[config.mk]
export PLATFORM = sky130hd
export DESIGN_NAME = regfile_wb_arbiter
export DESIGN_NICKNAME = d
export VERILOG_FILES = /design/src/rtl/regfile_wb_arbiter_pkg.sv /design/src/rtl/regfile_wb_arbiter_rr_arbiter.sv /design/src/rtl/regfile_wb_arbiter.sv
export SDC_FILE = /design/constraint.sdc
export NUM_CORES = 1
export LEC_CHECK = 0
export BUFFER_PORTS_ARGS = -buffer_cell sky130_fd_sc_hd__buf_2
export CAP_MARGIN = 40
export CORE_UTILIZATION = 37
export CTS_CLUSTER_SIZE = 16
export DETAILED_ROUTE_END_ITERATION = 8
export GPL_TIMING_DRIVEN = 0
export PLACE_DENSITY = 0.77
export SYNTH_ARGS = -nofsm -noshare
export SYNTH_HDL_FRONTEND = slang
export SYNTH_SLANG_ARGS = --single-unit
[constraint.sdc]
create_clock -name clk -period 1.5 [get_ports clk]
set_clock_uncertainty 0.2 [all_clocks]
set_input_delay 0.225 -clock clk [delete_from_list [all_inputs] [get_ports clk]]
set_output_delay 0.225 -clock clk [all_outputs]
set_load 0.01 [all_outputs]
[src/rtl/regfile_wb_arbiter_pkg.sv]
`default_nettype none
// ============================================================================
// Module   : regfile_pkg
// Brief    : Shared register-file types and constants for the write-back path.
// Revision : 1.0 - initial release
// ============================================================================
package regfile_pkg;

    localparam int REG_AW   = 3;
    localparam int REG_DW   = 32;
    localparam int IMM_W    = 8;
    localparam int NUM_REGS = 8;

    typedef struct packed {
        logic              imm;
        logic [REG_AW-1:0] addr;
        logic [REG_DW-1:0] data;
    } wb_req_t;

    localparam int WB_ALU  = 0;
    localparam int WB_LOAD = 1;
    localparam int WB_IMM  = 2;

endpackage
`default_nettype wire

[src/rtl/regfile_wb_arbiter_rr_arbiter.sv]
`default_nettype none
// ============================================================================
// Module   : rr_arbiter
// Brief    : N-way one-hot arbiter. Round-robin when RR_ARB_EN is defined,
//            otherwise fixed priority (lowest index wins).
// Revision : 1.0 - initial release
// ============================================================================
module rr_arbiter
    import regfile_pkg::*;
#(
    parameter int N = 3
) (
    input  logic         clk,
    input  logic         rst,
    input  logic [N-1:0] i_req,
    input  logic         i_update,
    output logic [N-1:0] o_grant
);

`ifdef RR_ARB_EN
    localparam int            PW          = (N > 1) ? $clog2(N) : 1;
    localparam logic [PW-1:0] c_last_rst  = PW'(N - 1);

    logic [PW-1:0] r_last;
    logic [PW-1:0] w_next;
    logic          w_found;

    // Search order begins one past the most recent winner.
    always_comb begin
        o_grant = '0;
        w_found = 1'b0;
        for (int k = 1; k <= N; k++) begin
            for (int i = 0; i < N; i++) begin
                if (!w_found && i_req[i] && (((int'(r_last) + k) % N) == i)) begin
                    o_grant[i] = 1'b1;
                    w_found    = 1'b1;
                end
            end
        end
    end

    always_comb begin
        w_next = r_last;
        for (int i = 0; i < N; i++) begin
            if (o_grant[i]) begin
                w_next = PW'(i);
            end
        end
    end

    always_ff @(posedge clk or posedge rst) begin
        if (rst) begin
            r_last <= c_last_rst;
        end else if (i_update) begin
            r_last <= w_next;
        end
    end
`else
    logic w_found;
    logic w_unused_ok;

    always_comb begin
        o_grant = '0;
        w_found = 1'b0;
        for (int i = 0; i < N; i++) begin
            if (!w_found && i_req[i]) begin
                o_grant[i] = 1'b1;
                w_found    = 1'b1;
            end
        end
    end

    assign w_unused_ok = ^{clk, rst, i_update};
`endif

endmodule
`default_nettype wire

[src/rtl/regfile_wb_arbiter.sv]
`default_nettype none
// ============================================================================
// Module   : regfile_wb_arbiter
// Brief    : Shares the register-file write port among NREQ requesters via a
//            one-entry output stage. RR_ARB_EN selects round-robin arbitration.
// Revision : 1.0 - initial release
// ============================================================================
module regfile_wb_arbiter
    import regfile_pkg::*;
#(
    parameter int NREQ = 3,
    parameter int AW   = REG_AW,
    parameter int DW   = REG_DW
) (
    input  logic                clk,
    input  logic                rst,
    input  logic [NREQ-1:0]     req_valid,
    output logic [NREQ-1:0]     req_ready,
    input  logic [NREQ*AW-1:0]  req_addr,
    input  logic [NREQ*DW-1:0]  req_data,
    input  logic [NREQ-1:0]     req_imm,
    input  logic                rf_hold,
    output logic                rf_we3,
    output logic                rf_rwe2,
    output logic [AW-1:0]       rf_a3,
    output logic [DW-1:0]       rf_wd3,
    output logic [IMM_W-1:0]    rf_i2,
    output logic [2**AW-1:0]    pending
);

    logic [NREQ-1:0] w_grant;
    logic            w_can_load;
    logic            w_xfer;
    logic            w_load;
    logic            w_sel_imm;
    logic [AW-1:0]   w_sel_addr;
    logic [DW-1:0]   w_sel_data;

    logic            r_vld;
    logic            r_imm;
    logic [AW-1:0]   r_addr;
    logic [DW-1:0]   r_data;

    rr_arbiter #(
        .N        (NREQ)
    ) u_arb (
        .clk      (clk),
        .rst      (rst),
        .i_req    (req_valid),
        .i_update (w_xfer),
        .o_grant  (w_grant)
    );

    // Stage accepts when empty or when its current entry commits this cycle.
    assign w_can_load = ~r_vld | ~rf_hold;
    assign req_ready  = w_grant & {NREQ{w_can_load}};
    assign w_xfer     = |req_ready;
    assign w_load     = w_xfer && (w_sel_addr != '0);

    always_comb begin
        w_sel_imm  = 1'b0;
        w_sel_addr = '0;
        w_sel_data = '0;
        for (int i = 0; i < NREQ; i++) begin
            if (w_grant[i]) begin
                w_sel_imm  = w_sel_imm  | req_imm[i];
                w_sel_addr = w_sel_addr | req_addr[i*AW +: AW];
                w_sel_data = w_sel_data | req_data[i*DW +: DW];
            end
        end
    end

    // Fields are cleared on drain so the write bus idles at zero.
    always_ff @(posedge clk or posedge rst) begin
        if (rst) begin
            r_vld  <= 1'b0;
            r_imm  <= 1'b0;
            r_addr <= '0;
            r_data <= '0;
        end else if (w_load) begin
            r_vld  <= 1'b1;
            r_imm  <= w_sel_imm;
            r_addr <= w_sel_addr;
            r_data <= w_sel_data;
        end else if (r_vld && !rf_hold) begin
            r_vld  <= 1'b0;
            r_imm  <= 1'b0;
            r_addr <= '0;
            r_data <= '0;
        end
    end

    assign rf_we3  = r_vld & ~r_imm & ~rf_hold;
    assign rf_rwe2 = r_vld &  r_imm & ~rf_hold;
    assign rf_a3   = r_addr;
    assign rf_wd3  = r_data;
    assign rf_i2   = r_data[IMM_W-1:0];

    always_comb begin
        pending = '0;
        if (r_vld) begin
            pending[r_addr] = 1'b1;
        end
    end

endmodule
`default_nettype wire
== After elaboration in Yosys (flattened, before gate mapping) ==
Index checks and enable logic that the tools add are counted.
Storage, ports and cells
  bits in registers: 37
  input port bits: 114
  output and inout port bits: 56
  logic and storage cells: 55
Cells by class
  order comparisons: 2
  multiplexer cells: 23
  bitwise operators: 15
  reduce and logical (&&, ||, !) cells: 11
Operators with widths (count)
  32-bit 2-to-1 mux: 5
  32-bit bitwise OR: 2
  3-bit 2-to-1 mux: 5
  1-bit 2-to-1 mux: 11
  8-bit 2-to-1 mux: 1
  3-bit bitwise OR: 2
  1-bit logical AND: 5
  1-bit AND: 4
  3-bit by 4-bit less-than comparator with 1-bit output, second input constant: 1
  3-bit AND: 1
  1-bit demux with 3-bit select: 1
  3-bit by 1-bit greater-or-equal comparator with 1-bit output, second input constant: 1
  1-bit zero test: 3
  1-bit NOT: 3
  1-bit bitwise OR: 3
  3-bit nonzero test: 1
  3-bit OR reduction: 1
  2-bit nonzero test: 1

== Logic depth before layout (Yosys ltp) ==
Gate-level depths: netlist of the first run.
  depth after elaboration: 11
  depth in mapped cells: 7

== Hierarchy ==
A second synthesis of the first run with hierarchy kept.
Unflattened totals
  cell total of the unflattened synthesis: 205
  area, all modules: 2160.8 sq um
By module, submodules not included
  regfile_wb_arbiter: times used 1, cells each 202, area an instance 2134.5 sq um, sequential area each 925.9 sq um
  rr_arbiter: times used 1, cells each 3, area an instance 26.3 sq um, sequential area each 0.0 sq um

== Worst setup path before layout of the first run ==
OpenSTA, ideal clock, no wires.
  path type: input port to flip-flop
  start: input req_valid[0]
  end: register r_imm
  setup time: 79 ps
  arrival: 1302 ps
  data required time: 1221 ps
  path slack: -81 ps
  cell stages on the path: 7
  buffers on the path: 3
  path through: buf_6 a21oi_1 a2bb2oi_2 o31ai_2 buf_6 buf_12 mux2i_1
Between the ends
  longest elaborated chain between the ends: 11
  elaborated cells on any way between the ends: 24
  classes of those cells: 11 x mux; 5 x bitwise; 8 x reduce/logical
RTL lines
  start: declaration: RTL line regfile_wb_arbiter.sv:17  | input logic [NREQ-1:0] req_valid,
  1-bit 2-to-1 mux *: RTL line regfile_wb_arbiter_rr_arbiter.sv:66  | if (!w_found && i_req[i]) begin
  1-bit zero test: RTL line regfile_wb_arbiter_rr_arbiter.sv:66
  1-bit logical AND: RTL line regfile_wb_arbiter_rr_arbiter.sv:66
  1-bit 2-to-1 mux: RTL line regfile_wb_arbiter_rr_arbiter.sv:66
  1-bit zero test: RTL line regfile_wb_arbiter_rr_arbiter.sv:66
  1-bit logical AND: RTL line regfile_wb_arbiter_rr_arbiter.sv:66
  1-bit 2-to-1 mux: RTL line regfile_wb_arbiter_rr_arbiter.sv:66
  3-bit AND / 3-bit 2-to-1 mux (equally long branches): RTL line regfile_wb_arbiter.sv:56, regfile_wb_arbiter.sv:65
  3-bit OR reduction / 3-bit nonzero test (equally long branches): RTL line regfile_wb_arbiter.sv:57, regfile_wb_arbiter.sv:58
  1-bit logical AND: RTL line regfile_wb_arbiter.sv:58  | assign w_load = w_xfer && (w_sel_addr != '0);
  1-bit 2-to-1 mux / 2-bit nonzero test (equally long branches)
  end signal: assignment: RTL line regfile_wb_arbiter.sv:82  | r_imm <= w_sel_imm;
  end: declaration: RTL line regfile_wb_arbiter.sv:40  | logic r_imm;
Every way passes the cells marked *; elsewhere a longest branch is shown, timed or not.
A chain may end at the register's enable or synchronous reset.

== Worst setup path in the final report of the first run ==
  start: register r_vld
  end: output pending[4]
Between the ends
  longest elaborated chain between the ends: 1
RTL lines
  start: declaration: RTL line regfile_wb_arbiter.sv:39  | logic r_vld;
  start signal: assignment: RTL line regfile_wb_arbiter.sv:76  | r_vld <= 1'b0;
  start signal: assignment: RTL line regfile_wb_arbiter.sv:81  | r_vld <= 1'b1;
  start signal: assignment: RTL line regfile_wb_arbiter.sv:86  | r_vld <= 1'b0;
  8-bit 2-to-1 mux: RTL line regfile_wb_arbiter.sv:101  | if (r_vld) begin
  end: declaration: RTL line regfile_wb_arbiter.sv:28  | output logic [2**AW-1:0] pending
Every way passes these cells.

==> results.cfg, run 1 <==
[logic_synthesis]
ys.warnings.count = 0
async_flop_share_pct = 100
netlist_instances = 243
synth_area_sq_um = 2380
synth-main-ff-cell = dfrtp_1
syn_avg_cell_area_sq_um = 9.79
synth-seq-cells = 37
synth-compound-area-share_pct = 26.6
syn-num-nets = 357
synth_mux_area_share_pct = 13.9
synth_xor_area_share_pct = 0
yosys.area_share.adder_pct = 0
yosysSeqAreaShare_pct = 38.9
synth_cell_types = 24
synth_edf_count = 0
synth_top_family_by_area = compound AO/OA/AOI/OAI gates
synth-simple-area-share_pct = 10.3

[die]
start_util_pct = 39.2
die_w_um = 82.2
row_count = 28
die_y_um = 82.2
core_region_area_sq_um = 6060
fp.dieArea_sq_um = 6750
num_io_pins = 170

[global_routing]
grt_max_degree = 38
grt_pass1_vias = 2478
grt_use_total_pct = 22.7
grt_pass1_wl_um = 11500
antenna_found_initial = 0
globalRouteOverflowTotal = 0

[cts]
cts.clk_slew.worst_paths_ps = 70
cts_sinks = 37
clock_latency_ps = 290
cts_htree_levels = 2
clockBufferDepth = 2
ctsRootBufferMaster = clkbuf_8
cts_tree = built
cts_made_buffers = 5

[setup_path]
worst-path-buf-inv = 2
cp-start-kind = flop
worst_path_max_delay_cell = dfrtp_2
path_delay_family = flip-flops
worstPathRequired_ps = 1070
crit_fanout = 5
cp_data_arrival_time_ps = 1180
critPathCaptureType = output pin
crit_path_max_incr_delay_ps = 410
path_cells = buf_4, nand2_4, nor3_2, buf_2
criticalPathCategory = flop to output pin

[timing]
fmax_mhz = 623
slew-limit-headroom_pct = 57.1
slew_violations = 0
setup_slack_ps = -105
period_share_pct = 107
rsz0062_at_grt = true
final_hold_viol_count = 0
fin_crit_ps = 1600
setup_violations = 49
worst_pin_slew_ps = 642

[cells_and_area]
area_growth_pct = 61.3
antenna_cells = 0
fin_util_pct = 63.3
drive_above_1_share_pct = 56.2
final_cells = 518
num-nets-final = 556
final_common_cell = buf_2
final_cell_mix = buf_2, nand2_1, a221o_1, mux2i_1, dfrtp_1

[detailed_routing]
dr_total_vias = 2721
dr.pass1.iters = 6
ant_nets = 0
routed_wl_um = 7980
drc_errors = 0
drtIter0Drc = 76
avgViaCountPerCell = 5.25
wire_per_inst_um = 15.4

[place]
gp_congestion = 0.759
io_buffers = 169
hpwl_um = 5650
dp_cells = 487

[power]
powerDensity_nw_per_um2 = 997
power_leakage_uw = 0.00204
ir_worst_vdd_mv = 0.579

[status]
outcome = complete, but fails checks
violations = setup timing

[hold_path]
hold_class = primary input to flop

[run]
drv_cap = 0
-- report_power, final --
part           switching [uW]  internal [uW]  total [uW]
Combinational             744            846        1590
Sequential                145           1200        1340
Clock                     353            542         895
-- synth_stat cells, drive strengths merged (2+ instances only) --
cell,n,area (sq um)
nand3b,3,22.5
o21ai,36,180
dfrtp,37,926
mux2i,33,330
a21oi,4,23.8
a221o,33,330
a32o,3,30.0
nand2b,4,25.0
nand2,37,139
a2bb2oi,3,45.0
buf,19,185
nor2,8,30.0
nor3,2,10.0
and3,2,12.5
inv,3,11.3
clkbuf,13,48.8
-- kinds of logic after synthesis --
family	Yosys count
AO/OA/AOI/OAI	81
AND/OR/NAND/NOR	57
flip-flops	37
buffers and inverters	35
multiplexers	33
-- routing by layer --
layer	GRT usage, %	up-vias	routed length, um	share of wire (%)
met2	40.7	112	4190	52
met1	27.4	1305	3300	41
met3	4.40	11	396	5.0
met5	0	-	0	0
li1	-	1293	-	-
met4	6.49	0	93	1.2
-- per-stage QoR --
| stage | TNS [ps] | setup slack, ps | instance area (sq um) | power (uW) | hold WS (ps) |
|---|---|---|---|---|---|
| final | -2360 | -105 | 3840 | 3830 | 16.6 |
| after global routing | -4910 | -162 | 3840 | 4060 | 26.9 |
| after CTS | -2280 | -109 | 3660 | 3730 | 5.04 |
| after detailed placement | -13020 | -455 | 3360 | 2680 | 211 |
| after global placement | -23540 | -381 | 3360 | 2640 | 305 |
| after floorplan | -1710 | -59.8 | 2420 | 2120 | 195 |
-- worst paths after layout --
check | start | end | slack (ps) | cells after the start
worst max-delay path | r_vld$_DFFE_PP0P_ | pending[4] | -100 | 4
worst min-delay path | req_data[29] | rf_wd3[29]$_DFFE_PP0P_ | 20 | 3
worst max register to register | r_vld$_DFFE_PP0P_ | r_vld$_DFFE_PP0P_ | -70 | 7
worst min register to register | rf_wd3[14]$_DFFE_PP0P_ | rf_wd3[14]$_DFFE_PP0P_ | 320 | 2
max in group asynchronous | rst | r_vld$_DFFE_PP0P_ | 330 | 3
min in group asynchronous | rst | rf_wd3[9]$_DFFE_PP0P_ | 350 | 3
-- timing repair --
action / CTS / global route
endpoints found under the setup margin: 45 / 69
gates cloned: 1 / 3
hold buffers: 1 / 0
hold endpoints to repair: 37 / 0
gates resized for setup: 26 / 19
pin swaps: 5 / 3
setup buffers: 9 / 9
-- state kept, by name, indices dropped and copies added, names as in the netlist --
signal	flops
r_vld	1
rf_wd3	32
rf_a3	3
r_imm	1
-- worst reg2reg max path: stages, from the launching register on --
cell and delay [ps]:
dfrtp_2 440, nand2_2 110, o31a_4 170, o31ai_4 70
buf_6 160, clkbuf_16 170, buf_4 130, nand2_1 50
-- layout make-up --
class / count / area [sq um]
Inverter: 3 / 15.0
Clock inverter: 1 / 30.0
Sequential cell: 37 / 931
Tap cell: 75 / 93.8
Buffer: 32 / 280
Timing Repair Buffer: 192 / 1090
Clock buffer: 7 / 86.3
Fill cell: 541 / 2220
Multi-Input combinational cell: 171 / 1310
No activity file was read; power rests on OpenSTA's default activity.
==> run 2, diff against run 1 <==
SETUP_SLACK_MARGIN = 0.2   (was default)
==> run 2 against run 1 <==
Compared with the run above: the flow finishes with violations (hold timing, setup timing); cell count is 1.4% lower; critical endpoint unchanged; critical path type unchanged; largest cell class unchanged; routed wire length is 0.64% higher; fmax is 2.0% lower; highest routed layer unchanged.
==> results.cfg, run 2 (same netlist as run 1, synthesis figures left out) <==
[status]
outcome = complete, but fails checks
violations = hold timing, setup timing

[cells_and_area]
finalInstanceArea_sq_um = 3880
final_cells = 511
largest_register_ffs = 32
area_growth_pct = 63.2
fillers = 541
num-nets-final = 549
fin_util_pct = 64.1
drive_above_1_share_pct = 55.3
final_common_cell = buf_2
final_cell_mix = buf_2, nand2_1, dfrtp_1
antenna_cells = 0

[detailed_routing]
dr_total_vias = 2706
avgViaCountPerCell = 5.30
drc_errors = 0
dr.pass1.iters = 4
wire_per_inst_um = 15.7
ant_nets = 0
routed_wl_um = 8030
drtIter0Drc = 83

[setup_path]
criticalPathCategory = flop to output pin
critPathCaptureType = output pin
worstPathRequired_ps = 1070
cp_data_arrival_time_ps = 1210
crit_fanout = 7
cp-start-kind = flop

[die]
row_count = 28
start_util_pct = 39.2
num_io_pins = 170
fp.dieArea_sq_um = 6750
core_region_area_sq_um = 6060
die_w_um = 82.2
die_y_um = 82.2

[place]
placed_area_sq_um = 3400
gp_congestion = 0.746
hpwl_um = 5720
dp_cells = 488
io_buffers = 169

[cts]
cts_sinks = 37
cts_made_buffers = 5
clock_latency_ps = 290
ctsRootBufferMaster = clkbuf_8
cts.clk_slew.worst_paths_ps = 80
cts_htree_levels = 2
clockBufferDepth = 2
cts_tree = built

[timing]
finalHoldWorstSlack_ps = -111
setup_violations = 48
rsz0062_at_grt = true
slew-limit-headroom_pct = 44.0
setup_slack_ps = -137
final_hold_viol_count = 18
period_share_pct = 109
fin_crit_ps = 1640
worst_pin_slew_ps = 839
slew_violations = 0
fmax_mhz = 611

[global_routing]
globalRouteOverflowTotal = 0
grt_use_total_pct = 23.7
antenna_found_initial = 0
grt_pass1_wl_um = 12000
grt_max_degree = 20
grt_pass1_vias = 2590

[power]
ir_worst_vdd_mv = 0.461
power_leakage_uw = 0.00202
powerDensity_nw_per_um2 = 964

[hold_path]
hold_class = primary input to async pin

[run]
drv_cap = 0
-- run 2: report_power, final --
part,switching [uW],internal [uW]
Clock,382,321
Combinational,754,933
Sequential,158,1190
Total,1290,2450
-- run 2: what timing repair did --
action / 4_1_cts / 5_1_grt
hold endpoints to repair: 18 / 18
endpoints found under the setup margin: 60 / 69
gates cloned: 1 / 2
buffers inserted: 8 / 4
pin swaps: 5 / 4
resized for setup: 40 / 20
-- run 2: final timing paths --
check                                 startpoint                endpoint  slack [ps]  cells after the start
max                         rf_a3[1]$_DFFE_PP0P_              pending[4]        -140                      3
min                                          rst  rf_wd3[24]$_DFFE_PP0P_        -110                      2
max reg2reg                    r_vld$_DFFE_PP0P_   rf_wd3[4]$_DFFE_PP0P_        -130                      6
min reg2reg                rf_wd3[8]$_DFFE_PP0P_   rf_wd3[8]$_DFFE_PP0P_         320                      2
max in group asynchronous                    rst    rf_a3[0]$_DFFE_PP0P_         620                      3
min in group clk                    req_data[29]  rf_wd3[29]$_DFFE_PP0P_          10                      3
-- run 2: layout make-up --
| class | count | area, sq um | area share, % |
|---|---|---|---|
| buffer | 32 | 309 | 7.96 |
| inverter | 3 | 13.8 | 0.354 |
| sequential | 37 | 930 | 23.9 |
| clock buffer | 5 | 68.8 | 1.77 |
| clock inverter | 3 | 17.5 | 0.451 |
| timing repair buffer | 185 | 1140 | 29.3 |
| tap | 75 | 93.8 | 2.42 |
| multi-input combinational | 171 | 1310 | 33.8 |
-- run 2: per-stage QoR --
| stage | setup WS [ps] | TNS (ps) | power, uW |
|---|---|---|---|
| floorplan | -59.8 | -1710 | 2130 |
| global placement | -422 | -21150 | 2650 |
| detailed placement | -442 | -13040 | 2700 |
| CTS | -109 | -2760 | 3620 |
| global route | -180 | -6770 | 3980 |
| finish | -137 | -3900 | 3740 |
-- run 2: metal layers --
layer | vias to the layer above | track usage [%] | routed length, um | part of all wire (%)
li1 | 1286 | - | - | -
met1 | 1290 | 28.2 | 3280 | 41
met2 | 116 | 43.1 | 4180 | 52
met3 | 14 | 4.84 | 435 | 5.4
met4 | 0 | 5.96 | 132 | 1.6
met5 | - | 0 | 0 | 0
-- run 2: worst max-delay path: stages, from the launching register on --
cell and delay [ps]:
dfrtp_2 460, buf_6 140, nor3_4 170, buf_2 150
==> run 3, diff against run 2 <==
SKIP_LAST_GASP = 1   (was default)
==> run 3 against run 2 <==
Compared with the run above: the run still ends with hold timing, setup timing left; total power decreased by 0.18%; largest cell class unchanged; worst hold slack got worse by 1.4 ps; first-iteration DRC count unchanged; clock-buffer cell count unchanged.
==> results.cfg, run 3 (same netlist as run 1, synthesis figures left out) <==
[cts]
cts.clk_slew.worst_paths_ps = 80
cts_sinks = 37
clockBufferDepth = 2
cts_htree_levels = 2
cts_tree = built
clock_latency_ps = 290
ctsRootBufferMaster = clkbuf_8
cts_made_buffers = 5

[die]
core_region_area_sq_um = 6060
row_count = 28
die_w_um = 82.2
die_y_um = 82.2
fp.dieArea_sq_um = 6750
start_util_pct = 39.2
num_io_pins = 170

[timing]
setup_slack_ps = -136
worst_pin_slew_ps = 837
fin_crit_ps = 1640
setup_violations = 49
finalHoldWorstSlack_ps = -113
slew-limit-headroom_pct = 44.1
period_share_pct = 109
slew_violations = 0
final_hold_viol_count = 18
rsz0062_at_grt = true
fmax_mhz = 611

[cells_and_area]
largest_register_ffs = 32
antenna_cells = 0
num-nets-final = 549
fin_util_pct = 64.0
final_common_cell = buf_2
area_growth_pct = 63.0
multi_input_area_sq_um = 1310
seqCellArea_sq_um = 930
final_cell_mix = buf_2, nand2_1, dfrtp_1
drive_above_1_share_pct = 55.3
fillers = 543
final_cells = 511

[setup_path]
ff2ff_setup_slack_ps = -130
critPathCaptureType = output pin
r2r_end = rf_wd3[4]$_DFFE_PP0P_
path_cells = buf_6, nor3_4, buf_2
criticalPathCategory = flop to output pin
worst_path_max_delay_cell = dfrtp_2
cp-start-kind = flop
rr_worst_depth = 6
worstPathRequired_ps = 1070
crit_path_max_incr_delay_ps = 460
cp_data_arrival_time_ps = 1210
crit_fanout = 7
timing.rr.start = r_vld$_DFFE_PP0P_

[power]
powerDensity_nw_per_um2 = 964
power_leakage_uw = 0.00202
ir_worst_vdd_mv = 0.462
total_power_uw = 3740

[global_routing]
grt_use_total_pct = 23.7
grt_max_degree = 20
globalRouteOverflowTotal = 0
grt_pass1_vias = 2590
grt_pass1_wl_um = 12000
antenna_found_initial = 0

[place]
gp_congestion = 0.746
dp_slack_ps = -442
hpwl_um = 5720
io_buffers = 169
dp_cells = 488

[detailed_routing]
drtIter0Drc = 83
wire_per_inst_um = 15.7
dr.pass1.iters = 4
avgViaCountPerCell = 5.31
drc_errors = 0
dr_total_vias = 2711
ant_nets = 0
routed_wl_um = 8050

[run]
drv_cap = 0

[status]
violations = hold timing, setup timing
outcome = complete, but fails checks

[hold_path]
hold_class = primary input to async pin
==> run 3: cell types whose count changed in the layout (fill, tap and decap cells not counted) <==
cell     delta
buf_2       +1
buf_6       -1
o21ai_0     +2
o21ai_1     -2
==> run 3: metrics by stage <==
step | area (sq um) | TNS, ps | hold WS [ps]
after CTS | 3720 | -2760 | -93.5
after floorplan | 2430 | -1710 | 161
final | 3880 | -3920 | -113
after detailed placement | 3400 | -13040 | 222
after global placement | 3370 | -21150 | 302
after global routing | 3880 | -6850 | -41.2
==> run 3: repair_timing <==
action	CTS	global route
cloned	1	2
endpoints found under the setup margin	60	69
hold endpoints to repair	18	18
resized for setup	40	17
setup buffers	8	4
pin swaps	5	4
==> run 3: final cells by class <==
cell class | count | area share [%]
Multi-Input combinational cell | 171 | 33.9
Timing Repair Buffer | 185 | 29.1
Sequential cell | 37 | 24.0
Buffer | 32 | 7.97
Tap cell | 75 | 2.42
Clock buffer | 5 | 1.78
Clock inverter | 3 | 0.452
Inverter | 3 | 0.355
==> run 3: critical path, delay by kind of cell (launching register included) <==
family | cells | cell delay, ps
flops | 1 | 460
simple gates | 1 | 170
buf+inv | 2 | 290
==> run 3: per-layer routing <==
layer	vias to the layer above	wire, um	share of wire, %	global-route usage [%]
met1	1292	3280	41	28.2
li1	1287	-	-	-
met5	-	0	0	0
met4	0	132	1.6	5.96
met2	118	4190	52	43.1
met3	14	443	5.5	4.84
==> run 3: where the power goes <==
group / internal, uW / switching [uW]
clock: 321 / 382
sequential: 1190 / 159
combinational: 926 / 753
==> run 3: worst max-delay path by stage <==
| stage | cells past startpoint | start | to |
|---|---|---|---|
| floorplan | 7 | req_valid[1] | r_imm$_DFFE_PP0P_ |
| global placement | 5 | r_vld$_DFFE_PP0P_ | rf_wd3[31]$_DFFE_PP0P_ |
| detailed placement | 5 | r_vld$_DFFE_PP0P_ | rf_wd3[16]$_DFFE_PP0P_ |
| CTS | 3 | rf_a3[2]$_DFFE_PP0P_ | pending[0] |
| global route | 3 | rf_a3[0]$_DFFE_PP0P_ | pending[6] |
| finish | 3 | rf_a3[1]$_DFFE_PP0P_ | pending[4] |
